$ cat src/rtl/axi4_full_wr2umi_ost_if.sv
// AXI4 write channels (AW/W/B) plus UMI host request/response port for axi4_full_wr2umi_ost.
// slave: the bridge side; master: the AXI master / UMI device side (testbench).
interface axi4_full_wr2umi_ost_if #(
  parameter int CW  = 32,
  parameter int DW  = 128,
  parameter int AW  = 64,
  parameter int IDW = 8
);
  logic [IDW-1:0]  s_axi_awid;
  logic [AW-1:0]   s_axi_awaddr;
  logic [7:0]      s_axi_awlen;
  logic [2:0]      s_axi_awsize;
  logic [1:0]      s_axi_awburst;
  logic            s_axi_awlock;
  logic [3:0]      s_axi_awcache;
  logic [2:0]      s_axi_awprot;
  logic [3:0]      s_axi_awqos;
  logic            s_axi_awvalid;
  logic            s_axi_awready;
  logic [IDW-1:0]  s_axi_wid;
  logic [DW-1:0]   s_axi_wdata;
  logic [DW/8-1:0] s_axi_wstrb;
  logic            s_axi_wlast;
  logic            s_axi_wvalid;
  logic            s_axi_wready;
  logic [IDW-1:0]  s_axi_bid;
  logic [1:0]      s_axi_bresp;
  logic            s_axi_bvalid;
  logic            s_axi_bready;
  logic            uhost_req_valid;
  logic [CW-1:0]   uhost_req_cmd;
  logic [AW-1:0]   uhost_req_dstaddr;
  logic [AW-1:0]   uhost_req_srcaddr;
  logic [DW-1:0]   uhost_req_data;
  logic            uhost_req_ready;
  logic            uhost_resp_valid;
  logic [CW-1:0]   uhost_resp_cmd;
  logic [AW-1:0]   uhost_resp_dstaddr;
  logic [AW-1:0]   uhost_resp_srcaddr;
  logic [DW-1:0]   uhost_resp_data;
  logic            uhost_resp_ready;

  modport slave (
    input  s_axi_awid, s_axi_awaddr, s_axi_awlen, s_axi_awsize, s_axi_awburst,
           s_axi_awlock, s_axi_awcache, s_axi_awprot, s_axi_awqos, s_axi_awvalid,
           s_axi_wid, s_axi_wdata, s_axi_wstrb, s_axi_wlast, s_axi_wvalid, s_axi_bready,
           uhost_req_ready, uhost_resp_valid, uhost_resp_cmd, uhost_resp_dstaddr,
           uhost_resp_srcaddr, uhost_resp_data,
    output s_axi_awready, s_axi_wready, s_axi_bid, s_axi_bresp, s_axi_bvalid,
           uhost_req_valid, uhost_req_cmd, uhost_req_dstaddr, uhost_req_srcaddr,
           uhost_req_data, uhost_resp_ready
  );

  modport master (
    output s_axi_awid, s_axi_awaddr, s_axi_awlen, s_axi_awsize, s_axi_awburst,
           s_axi_awlock, s_axi_awcache, s_axi_awprot, s_axi_awqos, s_axi_awvalid,
           s_axi_wid, s_axi_wdata, s_axi_wstrb, s_axi_wlast, s_axi_wvalid, s_axi_bready,
           uhost_req_ready, uhost_resp_valid, uhost_resp_cmd, uhost_resp_dstaddr,
           uhost_resp_srcaddr, uhost_resp_data,
    input  s_axi_awready, s_axi_wready, s_axi_bid, s_axi_bresp, s_axi_bvalid,
           uhost_req_valid, uhost_req_cmd, uhost_req_dstaddr, uhost_req_srcaddr,
           uhost_req_data, uhost_resp_ready
  );
endinterface

$ cat src/rtl/axi4_full_wr2umi_ost.sv
// Pipelined AXI4 write -> UMI REQ_WRITE bridge keeping up to OSTD requests outstanding.
// Optional: define AXI4_WR2UMI_WRAP_EN to compute WRAP burst addresses (else WRAP acts as FIXED).
module axi4_full_wr2umi_ost #(
  parameter int            CW       = 32,
  parameter int            DW       = 128,
  parameter int            AW       = 64,
  parameter int            IDW      = 8,
  parameter int            OSTD     = 4,
  parameter logic [AW-1:0] HOSTADDR = '0
) (
  input logic                    clk,
  input logic                    nreset,
  axi4_full_wr2umi_ost_if.slave  axi_umi
);

  localparam int            SW         = DW / 8;
  localparam int            OW         = $clog2(OSTD + 1);
  localparam logic [OW-1:0] OSTD_W     = OW'(OSTD);
  localparam logic [OW-1:0] OST_ONE    = {{(OW-1){1'b0}}, 1'b1};
  localparam logic [AW-1:0] ADDR_ONE   = {{(AW-1){1'b0}}, 1'b1};
  localparam logic [4:0]    REQ_WRITE  = 5'h03;
  localparam logic [4:0]    RESP_WRITE = 5'h04;

  typedef enum logic [1:0] {IDLE, ISSUE, DRAIN, SEND_B} state_t;

  state_t         state_q, state_d;
  logic [AW-1:0]  addr_q;
  logic [IDW-1:0] id_q;
  logic [7:0]     len_q;
  logic [2:0]     size_q;
  logic [1:0]     burst_q;
  logic [1:0]     prot_q;
  logic [3:0]     qos_q;
  logic [1:0]     err_q, err_d;
  logic [OW-1:0]  ost_q, ost_d;

  logic strb_nz_s, room_s, req_valid_s, wready_s, awready_s, bvalid_s, resp_ready_s;
  logic aw_fire_s, w_fire_s, req_fire_s, resp_fire_s;

  function automatic logic [7:0] strb_len(input logic [SW-1:0] strb);
    logic [7:0] cnt;
    cnt = 8'd0;
    for (int i = 0; i < SW; i++) begin
      cnt = cnt + {7'd0, strb[i]};
    end
    return cnt - 8'd1;
  endfunction

  function automatic logic [AW-1:0] next_addr(input logic [AW-1:0] addr, input logic [2:0] size,
                                              input logic [1:0] burst, input logic [7:0] len);
    logic [AW-1:0] step;
    logic [AW-1:0] nxt;
`ifdef AXI4_WR2UMI_WRAP_EN
    logic [AW-1:0] wb;
    wb = ({{(AW-8){1'b0}}, len} + ADDR_ONE) << size;
`endif
    step = ADDR_ONE << size;
    case (burst)
      2'b01:   nxt = (addr & ~(step - ADDR_ONE)) + step;
`ifdef AXI4_WR2UMI_WRAP_EN
      2'b10:   nxt = (addr & ~(wb - ADDR_ONE)) | ((addr + step) & (wb - ADDR_ONE));
`endif
      default: nxt = addr;
    endcase
    return nxt;
  endfunction

  // A zero-strobe beat is consumed locally; only real beats need UMI credit and req_ready.
  assign strb_nz_s    = |axi_umi.s_axi_wstrb;
  assign room_s       = (ost_q < OSTD_W);
  assign req_valid_s  = (state_q == ISSUE) & axi_umi.s_axi_wvalid & strb_nz_s & room_s;
  assign wready_s     = (state_q == ISSUE) & (strb_nz_s ? (axi_umi.uhost_req_ready & room_s) : 1'b1);
  assign resp_ready_s = ((state_q == ISSUE) | (state_q == DRAIN)) & (ost_q != '0);

  assign aw_fire_s   = axi_umi.s_axi_awvalid & awready_s;
  assign w_fire_s    = axi_umi.s_axi_wvalid & wready_s;
  assign req_fire_s  = req_valid_s & axi_umi.uhost_req_ready;
  assign resp_fire_s = axi_umi.uhost_resp_valid & resp_ready_s;

  // FSM state register
  always_ff @(posedge clk or negedge nreset) begin
    if (!nreset) begin
      state_q <= IDLE;
    end else begin
      state_q <= state_d;
    end
  end

  // FSM next state and handshake outputs
  always_comb begin
    state_d   = state_q;
    awready_s = 1'b0;
    bvalid_s  = 1'b0;
    case (state_q)
      IDLE: begin
        awready_s = 1'b1;
        if (axi_umi.s_axi_awvalid) state_d = ISSUE;
        else                       state_d = IDLE;
      end
      ISSUE: begin
        if (w_fire_s && axi_umi.s_axi_wlast) state_d = DRAIN;
        else                                 state_d = ISSUE;
      end
      DRAIN: begin
        if (ost_q == '0) state_d = SEND_B;
        else             state_d = DRAIN;
      end
      SEND_B: begin
        bvalid_s = 1'b1;
        if (axi_umi.s_axi_bready) state_d = IDLE;
        else                      state_d = SEND_B;
      end
      default: state_d = IDLE;
    endcase
  end

  // Error latch: later errors overwrite, clean responses leave it alone
  always_comb begin
    err_d = err_q;
    if (aw_fire_s) begin
      err_d = 2'b00;
    end else if (resp_fire_s) begin
      if (axi_umi.uhost_resp_cmd[4:0] != RESP_WRITE)  err_d = 2'b10;
      else if (axi_umi.uhost_resp_cmd[26:25] != 2'b00) err_d = axi_umi.uhost_resp_cmd[26:25];
      else                                             err_d = err_q;
    end else begin
      err_d = err_q;
    end
  end

  // Outstanding request counter
  always_comb begin
    case ({req_fire_s, resp_fire_s})
      2'b10:   ost_d = ost_q + OST_ONE;
      2'b01:   ost_d = ost_q - OST_ONE;
      default: ost_d = ost_q;
    endcase
  end

  // Burst context capture and beat address advance
  always_ff @(posedge clk or negedge nreset) begin
    if (!nreset) begin
      addr_q  <= '0;
      id_q    <= '0;
      len_q   <= 8'd0;
      size_q  <= 3'd0;
      burst_q <= 2'b00;
      prot_q  <= 2'b00;
      qos_q   <= 4'd0;
      err_q   <= 2'b00;
      ost_q   <= '0;
    end else begin
      err_q <= err_d;
      ost_q <= ost_d;
      if (aw_fire_s) begin
        addr_q  <= axi_umi.s_axi_awaddr;
        id_q    <= axi_umi.s_axi_awid;
        len_q   <= axi_umi.s_axi_awlen;
        size_q  <= axi_umi.s_axi_awsize;
        burst_q <= axi_umi.s_axi_awburst;
        prot_q  <= axi_umi.s_axi_awprot[1:0];
        qos_q   <= axi_umi.s_axi_awqos;
      end else if (w_fire_s) begin
        addr_q  <= next_addr(addr_q, size_q, burst_q, len_q);
      end
    end
  end

  // UMI request is a direct combinational view of the current W beat
  always_comb begin
    axi_umi.uhost_req_cmd        = '0;
    axi_umi.uhost_req_cmd[4:0]   = REQ_WRITE;
    axi_umi.uhost_req_cmd[15:8]  = strb_len(axi_umi.s_axi_wstrb);
    axi_umi.uhost_req_cmd[19:16] = qos_q;
    axi_umi.uhost_req_cmd[21:20] = prot_q;
    axi_umi.uhost_req_cmd[22]    = axi_umi.s_axi_wlast;
  end

  assign axi_umi.uhost_req_valid   = req_valid_s;
  assign axi_umi.uhost_req_dstaddr = addr_q;
  assign axi_umi.uhost_req_srcaddr = {HOSTADDR[AW-1:SW], axi_umi.s_axi_wstrb};
  assign axi_umi.uhost_req_data    = axi_umi.s_axi_wdata;
  assign axi_umi.uhost_resp_ready  = resp_ready_s;
  assign axi_umi.s_axi_awready     = awready_s;
  assign axi_umi.s_axi_wready      = wready_s;
  assign axi_umi.s_axi_bvalid      = bvalid_s;
  assign axi_umi.s_axi_bid         = id_q;
  assign axi_umi.s_axi_bresp       = err_q;

  logic unused_inputs;
  assign unused_inputs = ^{axi_umi.s_axi_awlock, axi_umi.s_axi_awcache, axi_umi.s_axi_awprot[2],
                           axi_umi.s_axi_wid, axi_umi.uhost_resp_cmd[CW-1:27],
                           axi_umi.uhost_resp_cmd[24:5], axi_umi.uhost_resp_dstaddr,
                           axi_umi.uhost_resp_srcaddr, axi_umi.uhost_resp_data, len_q};

endmodule

$ cat src/flat_wrapper.sv
// flat-port wrapper written by rule: the top's interface ports become plain ports
module axi4_full_wr2umi_ost_flat 
#(
  parameter int            CW       = 32,
  parameter int            DW       = 128,
  parameter int            AW       = 64,
  parameter int            IDW      = 8,
  parameter int            OSTD     = 4,
  parameter logic [AW-1:0] HOSTADDR = '0
)
  (clk, nreset, axi_umi_s_axi_awid, axi_umi_s_axi_awaddr, axi_umi_s_axi_awlen, axi_umi_s_axi_awsize, axi_umi_s_axi_awburst, axi_umi_s_axi_awlock, axi_umi_s_axi_awcache, axi_umi_s_axi_awprot, axi_umi_s_axi_awqos, axi_umi_s_axi_awvalid, axi_umi_s_axi_wid, axi_umi_s_axi_wdata, axi_umi_s_axi_wstrb, axi_umi_s_axi_wlast, axi_umi_s_axi_wvalid, axi_umi_s_axi_bready, axi_umi_uhost_req_ready, axi_umi_uhost_resp_valid, axi_umi_uhost_resp_cmd, axi_umi_uhost_resp_dstaddr, axi_umi_uhost_resp_srcaddr, axi_umi_uhost_resp_data, axi_umi_s_axi_awready, axi_umi_s_axi_wready, axi_umi_s_axi_bid, axi_umi_s_axi_bresp, axi_umi_s_axi_bvalid, axi_umi_uhost_req_valid, axi_umi_uhost_req_cmd, axi_umi_uhost_req_dstaddr, axi_umi_uhost_req_srcaddr, axi_umi_uhost_req_data, axi_umi_uhost_resp_ready);
  axi4_full_wr2umi_ost_if #(.CW(CW), .DW(DW), .AW(AW), .IDW(IDW)) axi_umi_i ();
  input logic clk;
  input logic nreset;
  input wire logic [$bits(axi_umi_i.s_axi_awid)-1:0] axi_umi_s_axi_awid;
  input wire logic [$bits(axi_umi_i.s_axi_awaddr)-1:0] axi_umi_s_axi_awaddr;
  input wire logic [$bits(axi_umi_i.s_axi_awlen)-1:0] axi_umi_s_axi_awlen;
  input wire logic [$bits(axi_umi_i.s_axi_awsize)-1:0] axi_umi_s_axi_awsize;
  input wire logic [$bits(axi_umi_i.s_axi_awburst)-1:0] axi_umi_s_axi_awburst;
  input wire logic [$bits(axi_umi_i.s_axi_awlock)-1:0] axi_umi_s_axi_awlock;
  input wire logic [$bits(axi_umi_i.s_axi_awcache)-1:0] axi_umi_s_axi_awcache;
  input wire logic [$bits(axi_umi_i.s_axi_awprot)-1:0] axi_umi_s_axi_awprot;
  input wire logic [$bits(axi_umi_i.s_axi_awqos)-1:0] axi_umi_s_axi_awqos;
  input wire logic [$bits(axi_umi_i.s_axi_awvalid)-1:0] axi_umi_s_axi_awvalid;
  input wire logic [$bits(axi_umi_i.s_axi_wid)-1:0] axi_umi_s_axi_wid;
  input wire logic [$bits(axi_umi_i.s_axi_wdata)-1:0] axi_umi_s_axi_wdata;
  input wire logic [$bits(axi_umi_i.s_axi_wstrb)-1:0] axi_umi_s_axi_wstrb;
  input wire logic [$bits(axi_umi_i.s_axi_wlast)-1:0] axi_umi_s_axi_wlast;
  input wire logic [$bits(axi_umi_i.s_axi_wvalid)-1:0] axi_umi_s_axi_wvalid;
  input wire logic [$bits(axi_umi_i.s_axi_bready)-1:0] axi_umi_s_axi_bready;
  input wire logic [$bits(axi_umi_i.uhost_req_ready)-1:0] axi_umi_uhost_req_ready;
  input wire logic [$bits(axi_umi_i.uhost_resp_valid)-1:0] axi_umi_uhost_resp_valid;
  input wire logic [$bits(axi_umi_i.uhost_resp_cmd)-1:0] axi_umi_uhost_resp_cmd;
  input wire logic [$bits(axi_umi_i.uhost_resp_dstaddr)-1:0] axi_umi_uhost_resp_dstaddr;
  input wire logic [$bits(axi_umi_i.uhost_resp_srcaddr)-1:0] axi_umi_uhost_resp_srcaddr;
  input wire logic [$bits(axi_umi_i.uhost_resp_data)-1:0] axi_umi_uhost_resp_data;
  output wire logic [$bits(axi_umi_i.s_axi_awready)-1:0] axi_umi_s_axi_awready;
  output wire logic [$bits(axi_umi_i.s_axi_wready)-1:0] axi_umi_s_axi_wready;
  output wire logic [$bits(axi_umi_i.s_axi_bid)-1:0] axi_umi_s_axi_bid;
  output wire logic [$bits(axi_umi_i.s_axi_bresp)-1:0] axi_umi_s_axi_bresp;
  output wire logic [$bits(axi_umi_i.s_axi_bvalid)-1:0] axi_umi_s_axi_bvalid;
  output wire logic [$bits(axi_umi_i.uhost_req_valid)-1:0] axi_umi_uhost_req_valid;
  output wire logic [$bits(axi_umi_i.uhost_req_cmd)-1:0] axi_umi_uhost_req_cmd;
  output wire logic [$bits(axi_umi_i.uhost_req_dstaddr)-1:0] axi_umi_uhost_req_dstaddr;
  output wire logic [$bits(axi_umi_i.uhost_req_srcaddr)-1:0] axi_umi_uhost_req_srcaddr;
  output wire logic [$bits(axi_umi_i.uhost_req_data)-1:0] axi_umi_uhost_req_data;
  output wire logic [$bits(axi_umi_i.uhost_resp_ready)-1:0] axi_umi_uhost_resp_ready;
  assign axi_umi_i.s_axi_awid = axi_umi_s_axi_awid;
  assign axi_umi_i.s_axi_awaddr = axi_umi_s_axi_awaddr;
  assign axi_umi_i.s_axi_awlen = axi_umi_s_axi_awlen;
  assign axi_umi_i.s_axi_awsize = axi_umi_s_axi_awsize;
  assign axi_umi_i.s_axi_awburst = axi_umi_s_axi_awburst;
  assign axi_umi_i.s_axi_awlock = axi_umi_s_axi_awlock;
  assign axi_umi_i.s_axi_awcache = axi_umi_s_axi_awcache;
  assign axi_umi_i.s_axi_awprot = axi_umi_s_axi_awprot;
  assign axi_umi_i.s_axi_awqos = axi_umi_s_axi_awqos;
  assign axi_umi_i.s_axi_awvalid = axi_umi_s_axi_awvalid;
  assign axi_umi_i.s_axi_wid = axi_umi_s_axi_wid;
  assign axi_umi_i.s_axi_wdata = axi_umi_s_axi_wdata;
  assign axi_umi_i.s_axi_wstrb = axi_umi_s_axi_wstrb;
  assign axi_umi_i.s_axi_wlast = axi_umi_s_axi_wlast;
  assign axi_umi_i.s_axi_wvalid = axi_umi_s_axi_wvalid;
  assign axi_umi_i.s_axi_bready = axi_umi_s_axi_bready;
  assign axi_umi_i.uhost_req_ready = axi_umi_uhost_req_ready;
  assign axi_umi_i.uhost_resp_valid = axi_umi_uhost_resp_valid;
  assign axi_umi_i.uhost_resp_cmd = axi_umi_uhost_resp_cmd;
  assign axi_umi_i.uhost_resp_dstaddr = axi_umi_uhost_resp_dstaddr;
  assign axi_umi_i.uhost_resp_srcaddr = axi_umi_uhost_resp_srcaddr;
  assign axi_umi_i.uhost_resp_data = axi_umi_uhost_resp_data;
  assign axi_umi_s_axi_awready = axi_umi_i.s_axi_awready;
  assign axi_umi_s_axi_wready = axi_umi_i.s_axi_wready;
  assign axi_umi_s_axi_bid = axi_umi_i.s_axi_bid;
  assign axi_umi_s_axi_bresp = axi_umi_i.s_axi_bresp;
  assign axi_umi_s_axi_bvalid = axi_umi_i.s_axi_bvalid;
  assign axi_umi_uhost_req_valid = axi_umi_i.uhost_req_valid;
  assign axi_umi_uhost_req_cmd = axi_umi_i.uhost_req_cmd;
  assign axi_umi_uhost_req_dstaddr = axi_umi_i.uhost_req_dstaddr;
  assign axi_umi_uhost_req_srcaddr = axi_umi_i.uhost_req_srcaddr;
  assign axi_umi_uhost_req_data = axi_umi_i.uhost_req_data;
  assign axi_umi_uhost_resp_ready = axi_umi_i.uhost_resp_ready;
  axi4_full_wr2umi_ost #(.CW(CW), .DW(DW), .AW(AW), .IDW(IDW), .OSTD(OSTD), .HOSTADDR(HOSTADDR)) u_core (.clk(clk), .nreset(nreset), .axi_umi(axi_umi_i));
endmodule
$ cat config.mk
export PLATFORM = sky130hd
export DESIGN_NAME = axi4_full_wr2umi_ost_flat
export DESIGN_NICKNAME = d
export VERILOG_FILES = /design/src/rtl/axi4_full_wr2umi_ost_if.sv /design/src/rtl/axi4_full_wr2umi_ost.sv /design/src/flat_wrapper.sv
export SDC_FILE = /design/constraint.sdc
export NUM_CORES = 1
export LEC_CHECK = 0
export CORE_AREA = 2 2 334 336
export CTS_CLUSTER_SIZE = 40
export DETAILED_ROUTE_END_ITERATION = 12
export DIE_AREA = 0 0 336 338
export GPL_TIMING_DRIVEN = 0
export PLACE_DENSITY_LB_ADDON = 0.12
export SYNTH_ARGS = -nofsm -noshare
export SYNTH_HDL_FRONTEND = slang
export SYNTH_SLANG_ARGS = --single-unit
$ cat constraint.sdc
create_clock -name clk -period 12.9 [get_ports clk]
set_input_delay 2.58 -clock clk [delete_from_list [all_inputs] [get_ports clk]]
set_output_delay 2.58 -clock clk [all_outputs]
set_load 0.1 [all_outputs]
== Yosys cells after proc, flatten, opt, wreduce, memory -nomap -nowiden ==
Cells that the tools add are included.

* Multiplexer cells: 16
* $mul: 0
* Shifts and indexed selects: 1
* Reductions and logical operators: 13
* Add/subtract/negate cells: 20
* Div/mod/pow operators: 0
* Bitwise operators: 13
* $lt $le $gt $ge: 1
* Eq/ne operators: 7

{| class="wikitable"
|+ Operators by type and width
! cell !! count
|-
| two-way mux 64 bit || 3
|-
| adder 8 x 1 -> 8 bit || 14
|-
| adder 64 bit || 1
|-
| AND 64 bit || 1
|-
| inverter 64 bit || 1
|-
| << shifter 1 x 3 -> 64 bit, first input constant || 1
|-
| subtractor 64 x 1 -> 64 bit, second input constant || 1
|-
| OR reduction 16 bit || 1
|-
| two-way mux 2 bit || 6
|-
| AND 1 bit || 10
|-
| nonzero test 2 bit || 5
|-
| one-hot mux 2 bit (4 select lines) || 1
|-
| subtractor 8 x 1 -> 8 bit, second input constant || 1
|-
| == test 2 x 1 -> 1 bit, second input constant || 3
|-
| == test 2 bit, second input constant || 3
|-
| one-hot mux 3 bit (2 select lines) || 1
|-
| nonzero test 3 bit || 2
|-
| two-way mux 1 bit || 5
|-
| != test 5 x 3 -> 1 bit, second input constant || 1
|-
| AND reduction 2 bit || 2
|-
| adder 3 x 1 -> 3 bit, second input constant || 1
|-
| zero test 3 bit || 1
|-
| < comparator 3 bit, second input constant || 1
|-
| subtractor 3 x 1 -> 3 bit, second input constant || 1
|-
| other kinds (4) || 4
|}

* Memory bits (read-only): 0
* Bits in latches: 0
* Word-level logic and storage cells: 80
* Register bits after elaboration: 90
* RAM bits: 0
* Output and inout bits: 303
* Memories: 0
* Bits of input ports: 545

== Longest topological paths before layout ==
Gate-level depths: netlist of run 1.

* Depth after elaboration: 16
* Mapped depth: 15
* Depth with buffers taken out: 15

== Least setup slack after synthesis of run 1 ==
Ideal clock, no wire load.

* Path kind: in2out
* From: input port axi_umi_s_axi_wstrb[0]
* To: output port axi_umi_uhost_req_cmd[12]
* Path buffers: 0
* Arrival time: 6.922 ns
* Stages on the path: 15
* Path slack: 3.398 ns
* Cells stage by stage: inv_1 -> ha_1 -> inv_1 -> ha_1 -> fa_1 -> fa_1 -> fa_1 -> inv_1 -> ha_1 -> inv_1 -> fa_1 -> nor2b_1 -> o21ai_0 -> nand2b_1 -> xor2_1

* Longest elaborated chain between the ends: 16

{| class="wikitable"
|+ Ends and longest elaborated chain
! element !! line !! source
|-
| start, declared || flat_wrapper.sv:27 || <nowiki>input wire logic [$bits(axi_umi_i.s_axi_wstrb)-1:0] axi_umi_s_axi_wstrb;</nowiki>
|-
| adder 1 x 1 -> 2 bit || axi4_full_wr2umi_ost.sv:44 || <nowiki>cnt = cnt + {7'd0, strb[i]};</nowiki>
|-
| adder 8 x 1 -> 8 bit (14 in a row) || axi4_full_wr2umi_ost.sv:44 ||
|-
| subtractor 8 x 1 -> 8 bit || axi4_full_wr2umi_ost.sv:46 || <nowiki>return cnt - 8'd1;</nowiki>
|-
| end, declared || flat_wrapper.sv:43 || <nowiki>output wire logic [$bits(axi_umi_i.uhost_req_cmd)-1:0] axi_umi_uhost_req_cmd;</nowiki>
|}

No other way between the ends.

== Worst setup path in the final report of run 1 ==
* From: input port axi_umi_s_axi_wstrb[1]
* To: output port axi_umi_uhost_req_cmd[15]

Same word-level chain as after synthesis.

==> results.ini, run 1 <==
[layout]
final_cells = 2951
drive_above_1_share = 0.192
fin_nets = 2038
synthToLayoutAreaGrowth_pct = 70.1
stdcell_area_sq_um = 14300

[logic_synthesis]
yosys-top-cells-area = dfrtp_1 27%, buf_4 19%, nand2_1 6.6%
async_flop_share = 1.00
yosysTopAreaCellShare = 0.267
syn_area_sq_um = 8430
synth_seq_cells = 90
yosysTopAreaCell = dfrtp_1
yosysUniqueCellTypes = 78
dominantRegCellSynth = dfrtp_1
avgSynthCellArea_sq_um = 8.16
ys_seq_area_frac = 0.267
syn-instance-count = 1033
synth_warnings = 0
synth_edf_count = 0

[floorplan]
placementRows = 122
die-area_sq_um = 114000
start_util = 0.0766
core_area_sq_um = 110000
die_h_um = 338
io-pin-count = 848
dieWidth_um = 336

[cts]
clkSinkCount = 90
htree_num_levels = 3
clockRootBuffer = clkbuf_16
cts_resized = 0
clockBufferDepth = 2
hold_buffers = 0
clock_latency_ns = 0.40
cts_setup_buffers = 0
path_clk_slew_ns = 0.07
cts_buffers = 9
cts_tree = yes

[placement]
dpl_cell_area_sq_um = 14100
dp_cells = 2936
portBuffers = 351
hpwl_mm = 42.2
gp_congestion = 0.749

[setup_path]
cp_max_fo = 3
crit_required_ns = 10.32
path_cells = clkdlybuf4s50_1 > inv_1 > ha_1 > inv_1 > ha_1 > fa_1 > fa_1 > fa_1 > inv_1 > ha_1 > a21o_1 > a21o_1 > a211oi_1 > and2_1 > clkdlybuf4s50_1
crit_buf_inv = 5
cp_slowest_stage_delay_ns = 1.18
slowest_stage = clkdlybuf4s50_1
path_class = input pin to output port
critPathLaunchType = input pin
path_delay_family = adder cells
cp-end-kind = output port
worstPathArrival_ns = 7.78

[timing]
rsz0062_at_grt = no
tightest_slew_ns = 1.20
timing.setup.tns_ns = 0
max_freq_ghz = 0.0965
fin_hold_ws_ns = 0.475
slew_violations = 0
hold_viol = 0
slew_headroom = 0.197
finalSetupViolCount = 0
post-route-period-util = 0.803
post-route-min-period_ns = 10.36
clock_skew_ns = 0.0247

[global_route]
grt_pass1_vias = 8605
overflow = 0
track_usage = 0.0871
grt_max_degree = 51
antenna_found_initial = 7
grt_first_pass_wirelength_mm = 68.8

[route]
drt_iter0_drc = 455
drc = 0
route.antenna.remaining_nets = 0
routedWlPerCell_um = 17.4
dr.pass1.iters = 5
finalWirelength_mm = 51.4
vias = 8951
viasPerCell = 3.03

[worst_hold_path]
hold_class = flop to flop

[job]
maxCapViolations = 0

[power_and_ir_drop]
peakVddDrop_v = 0.0000984
power.total_w = 0.00352
p_per_area_nw_per_um2 = 245
leakagePower_nw = 5.64

[status]
outcome = finished clean

-- layout make-up --
class,count,area [sq um]
inverters,43,161
clock buffers,11,243
repair buffers,352,3540
diodes,1,2.50
fillers,12608,95700
multi-input cells,699,4430
clock inverters,3,25.0
well taps,1488,1860
plain buffers,264,1820
flip-flops and latches,90,2250
-- through the flow --
stage,utilization,worst slack [ns]
finish,0.130,2.54
global route,0.130,2.27
CTS,0.130,2.48
detailed placement,0.128,2.50
global placement,0.128,2.48
floorplan,-,3.40
-- where the power goes --
group          internal [W]  total (W)  switching [W]
Clock              0.000136   0.000283       0.000147
Sequential         0.000410   0.000587       0.000177
Combinational      0.000636    0.00265        0.00201
-- cell usage after synthesis (3+ instances only) --
library cell and number:
nand3_1 23, and4_1 10, a21oi_1 33, nand4_1 23, and3_1 25, o211ai_1 3, ha_1 23, o21a_1 4
nand3b_1 3, a211oi_1 9, buf_4 211, nor2b_1 6, a41oi_1 4, nand2b_1 5, fa_1 11, dfrtp_1 90
xnor2_1 30, or3_1 3, xor2_1 7, mux2i_1 6, o31ai_1 12, o21ai_0 28, a21o_1 11, a21boi_0 5
nor2_1 40, nor3_1 18, nor4b_1 3, nor4_1 6, a311o_1 3, a22oi_1 3, mux2_2 4, clkbuf_1 36
and2_1 13, buf_2 12, nand2_1 149, o221ai_1 5, nor4_2 15, o21ai_1 23, inv_1 42, buf_6 3
a31oi_1 20
-- worst reg2reg max path: cells and delay by family, from the launching register on --
kind / cells / cell delay (ns)
multiplexers: 1 / 0.17
AND/OR/NAND/NOR: 4 / 0.93
buffers and inverters: 4 / 1.20
flip-flops: 1 / 0.34
adder cells (fa/ha/maj): 1 / 0.14
AO/OA/AOI/OAI: 4 / 1.18
-- registers in the layout, indices dropped and copies added (netlist names), 3 cells and up --
name / cells
u_core.ost_q: 3
u_core.axi_umi.s_axi_bid: 8
u_core.axi_umi.uhost_req_dstaddr: 64
u_core.qos_q: 4
u_core.size_q: 3
-- layer usage --
layer | part of all wire | global-route usage | wire (um)
met1 | 0.43 | 0.109 | 22000
met2 | 0.48 | 0.145 | 24600
met3 | 0.078 | 0.0272 | 3980
met4 | 0.015 | 0.0221 | 760
met5 | 0.00066 | 0 | 34
-- cells by family after synthesis --
| group | Yosys count | share of synthesized area |
|---|---|---|
| AO/OA/AOI/OAI | 191 | 0.152 |
| XOR/XNOR | 37 | 0.0384 |
| adder cells (fa/ha/maj) | 34 | 0.0603 |
| buffers and inverters | 307 | 0.235 |
| flip-flops | 90 | 0.267 |
| multiplexers | 10 | 0.0125 |
| other | 2 | 0.000891 |
| AND/OR/NAND/NOR | 362 | 0.233 |
-- layout by cell type, fill, tap and decap left out, types with 12 or more instances in the layout --
master | Yosys | layout
ha_1 | 23 | 23
nor2_1 | 40 | 40
nor3_1 | 18 | 18
clkdlybuf4s50_1 | 0 | 350
o31ai_1 | 12 | 12
a21oi_1 | 33 | 33
o21ai_0 | 28 | 28
dfrtp_1 | 90 | 90
buf_4 | 211 | 211
nand3_1 | 23 | 23
inv_1 | 42 | 42
a31oi_1 | 20 | 20
clkbuf_1 | 36 | 37
and3_1 | 25 | 25
and2_1 | 13 | 13
conb_1 | 2 | 65
nor4_2 | 15 | 15
buf_2 | 12 | 12
nand4_1 | 23 | 23
o21ai_1 | 23 | 23
xnor2_1 | 30 | 30
nand2_1 | 149 | 149
-- path summary, 6_finish.rpt --
path	from	slack (ns)	endpoint	depth (start not counted)
max	axi_umi_s_axi_wstrb[1]	2.54	axi_umi_uhost_req_cmd[15]	15
min	u_core.axi_umi.s_axi_bid[3]	0.47	u_core.axi_umi.s_axi_bid[3]	2
max reg2reg	u_core.size_q[0]	8.79	u_core.axi_umi.uhost_req_dstaddr[32]	14
min reg2reg	u_core.axi_umi.s_axi_bid[3]	0.47	u_core.axi_umi.s_axi_bid[3]	2
max in group asynchronous	nreset	10.04	u_core.axi_umi.s_axi_bid[2]	2
min in group asynchronous	nreset	2.12	u_core.axi_umi.uhost_req_dstaddr[33]	1
Note: power is estimated with default switching activity, not from simulation.
==> inputs of run 2 (changes only) <==
CORE_AREA = 2 2 332 334   (was 2 2 334 336)
DIE_AREA = 0 0 334 336   (was 0 0 336 338)
clock period = 9.5 ns   (was 12.9 ns; I/O delays follow)
==> results.ini, run 2 (synthesis results as in run 1) <==
[layout]
synthToLayoutAreaGrowth_pct = 68.9
largest_register_ffs = 64
final_common_cell = clkdlybuf4s50_1
most-common-layout-cells = 350 x clkdlybuf4s50_1, 211 x buf_4, 149 x nand2_1
drive_above_1_share = 0.191
fin_nets = 2038
stdcell_area_sq_um = 14200
final_cells = 2878

[global_route]
grt_max_degree = 72
grt_first_pass_wirelength_mm = 70.4
track_usage = 0.0895
overflow = 0
antenna_found_initial = 8
grt_pass1_vias = 8820

[timing]
hold_viol = 0
timing.setup.tns_ns = 0
post-route-min-period_ns = 8.97
rsz0062_at_grt = no
slew_violations = 0
max_freq_ghz = 0.111
fin_hold_ws_ns = 0.473
post-route-period-util = 0.945
tightest_slew_ns = 1.22
worst_slack_ns = 0.527
slew_headroom = 0.186
finalSetupViolCount = 0
clock_skew_ns = 0.0252

[floorplan]
io-pin-count = 848
die_h_um = 336
core_area_sq_um = 108000
placementRows = 121
die-area_sq_um = 112000
dieWidth_um = 334
start_util = 0.0778

[placement]
dpl_worst_slack_ns = 0.437
gp_congestion = 0.736
dp_cells = 2862
dpl_cell_area_sq_um = 14000
portBuffers = 351
hpwl_mm = 42.0

[setup_path]
path_class = input pin to output port
r2r_setup_slack_ns = 5.44
path_cells = clkdlybuf4s50_1 > inv_1 > ha_1 > inv_1 > ha_1 > fa_1 > fa_1 > fa_1 > inv_1 > ha_1 > a21o_1 > a21o_1 > a211oi_1 > xnor2_1 > clkdlybuf4s50_1
cp_slowest_stage_delay_ns = 1.19
rr_endpoint = u_core.axi_umi.uhost_req_dstaddr[40]
crit_required_ns = 7.60
slowest_stage = clkdlybuf4s50_1
r2r-start = u_core.size_q[0]
worstPathArrival_ns = 7.07
reg2regPathDepth = 14
cp-end-kind = output port
path_delay_family = adder cells
critPathLaunchType = input pin
cp_max_fo = 3
crit_buf_inv = 5

[route]
drc = 0
finalWirelength_mm = 51.5
dr.pass1.iters = 4
routedWlPerCell_um = 17.9
drt_iter0_drc = 468
route.antenna.remaining_nets = 0
vias = 8856
viasPerCell = 3.08

[cts]
path_clk_slew_ns = 0.07
cts_tree = yes
cts_setup_buffers = 0
clkSinkCount = 90
clockRootBuffer = clkbuf_16
cts_resized = 0
htree_num_levels = 3
cts_buffers = 9
hold_buffers = 0
clockBufferDepth = 2
clock_latency_ns = 0.40

[power_and_ir_drop]
p_seq_frac = 0.167
peakVddDrop_v = 0.000117
power_frac_comb = 0.754
power.switching_w = 0.00318
internal-power_w = 0.00160
pwr-share-clk = 0.079
leakagePower_nw = 5.64
p_per_area_nw_per_um2 = 336
swShare = 0.665

[worst_hold_path]
min-delay-start = u_core.axi_umi.s_axi_bid[0]
hold_class = flop to flop
holdPathStages = 2
min_to = u_core.axi_umi.s_axi_bid[0]

[status]
outcome = finished clean

[job]
maxCapViolations = 0

run 2: cell types whose count changed in the layout (fill, tap and decap cells not counted), sizes merged:
| cell | previous run | this run |
|---|---|---|
| clkbuf | 47 | 48 |
run 2: layout make-up:
type / instances / area, sq um
antenna: 1 / 2.50
buffer: 264 / 1820
clock buffer: 12 / 236
clock inverter: 3 / 25.0
fill: 12435 / 94200
inverter: 43 / 161
multi-input combinational: 699 / 4430
sequential: 90 / 2250
tap: 1414 / 1770
timing repair buffer: 352 / 3540
run 2: worst max path at each step:
stage,to,cells past startpoint,startpoint
3_5_place_dp,axi_umi_uhost_req_cmd[13],15,axi_umi_s_axi_wstrb[0]
4_1_cts,axi_umi_uhost_req_cmd[13],15,axi_umi_s_axi_wstrb[0]
3_3_place_gp,axi_umi_uhost_req_cmd[13],15,axi_umi_s_axi_wstrb[0]
2_1_floorplan,axi_umi_uhost_req_cmd[12],15,axi_umi_s_axi_wstrb[0]
5_1_grt,axi_umi_uhost_req_cmd[13],15,axi_umi_s_axi_wstrb[0]
6_report,axi_umi_uhost_req_cmd[13],15,axi_umi_s_axi_wstrb[0]
run 2: tightest hold or removal path, stage by stage, from the launching register on:
cell and delay, ns:
dfrtp_1 0.34, nand2_1 0.05, nand2_1 0.05
run 2: layer usage:
metal	share of wire	wire (um)	global-route usage
met2	0.48	24700	0.150
met3	0.084	4320	0.0291
met5	0.0014	72	0
met1	0.42	21700	0.110
met4	0.014	715	0.0209
run 2: power groups by stage:
| stage | logic [W] | registers [W] | clock network [W] |
|---|---|---|---|
| global placement | 0.00366 | 0.000809 | 0 |
| finish | 0.00361 | 0.000798 | 0.000377 |
| floorplan | 0.00150 | 0.00185 | 0 |
| detailed placement | 0.00366 | 0.000814 | 0 |
| global route | 0.00381 | 0.000841 | 0.000414 |
| CTS | 0.00367 | 0.000808 | 0.000405 |
run 2: through the flow:
step,util,total power (W)
after floorplan,-,0.00334
after global placement,0.129,0.00446
after detailed placement,0.129,0.00447
after CTS,0.131,0.00488
after global routing,0.131,0.00506
final,0.131,0.00478
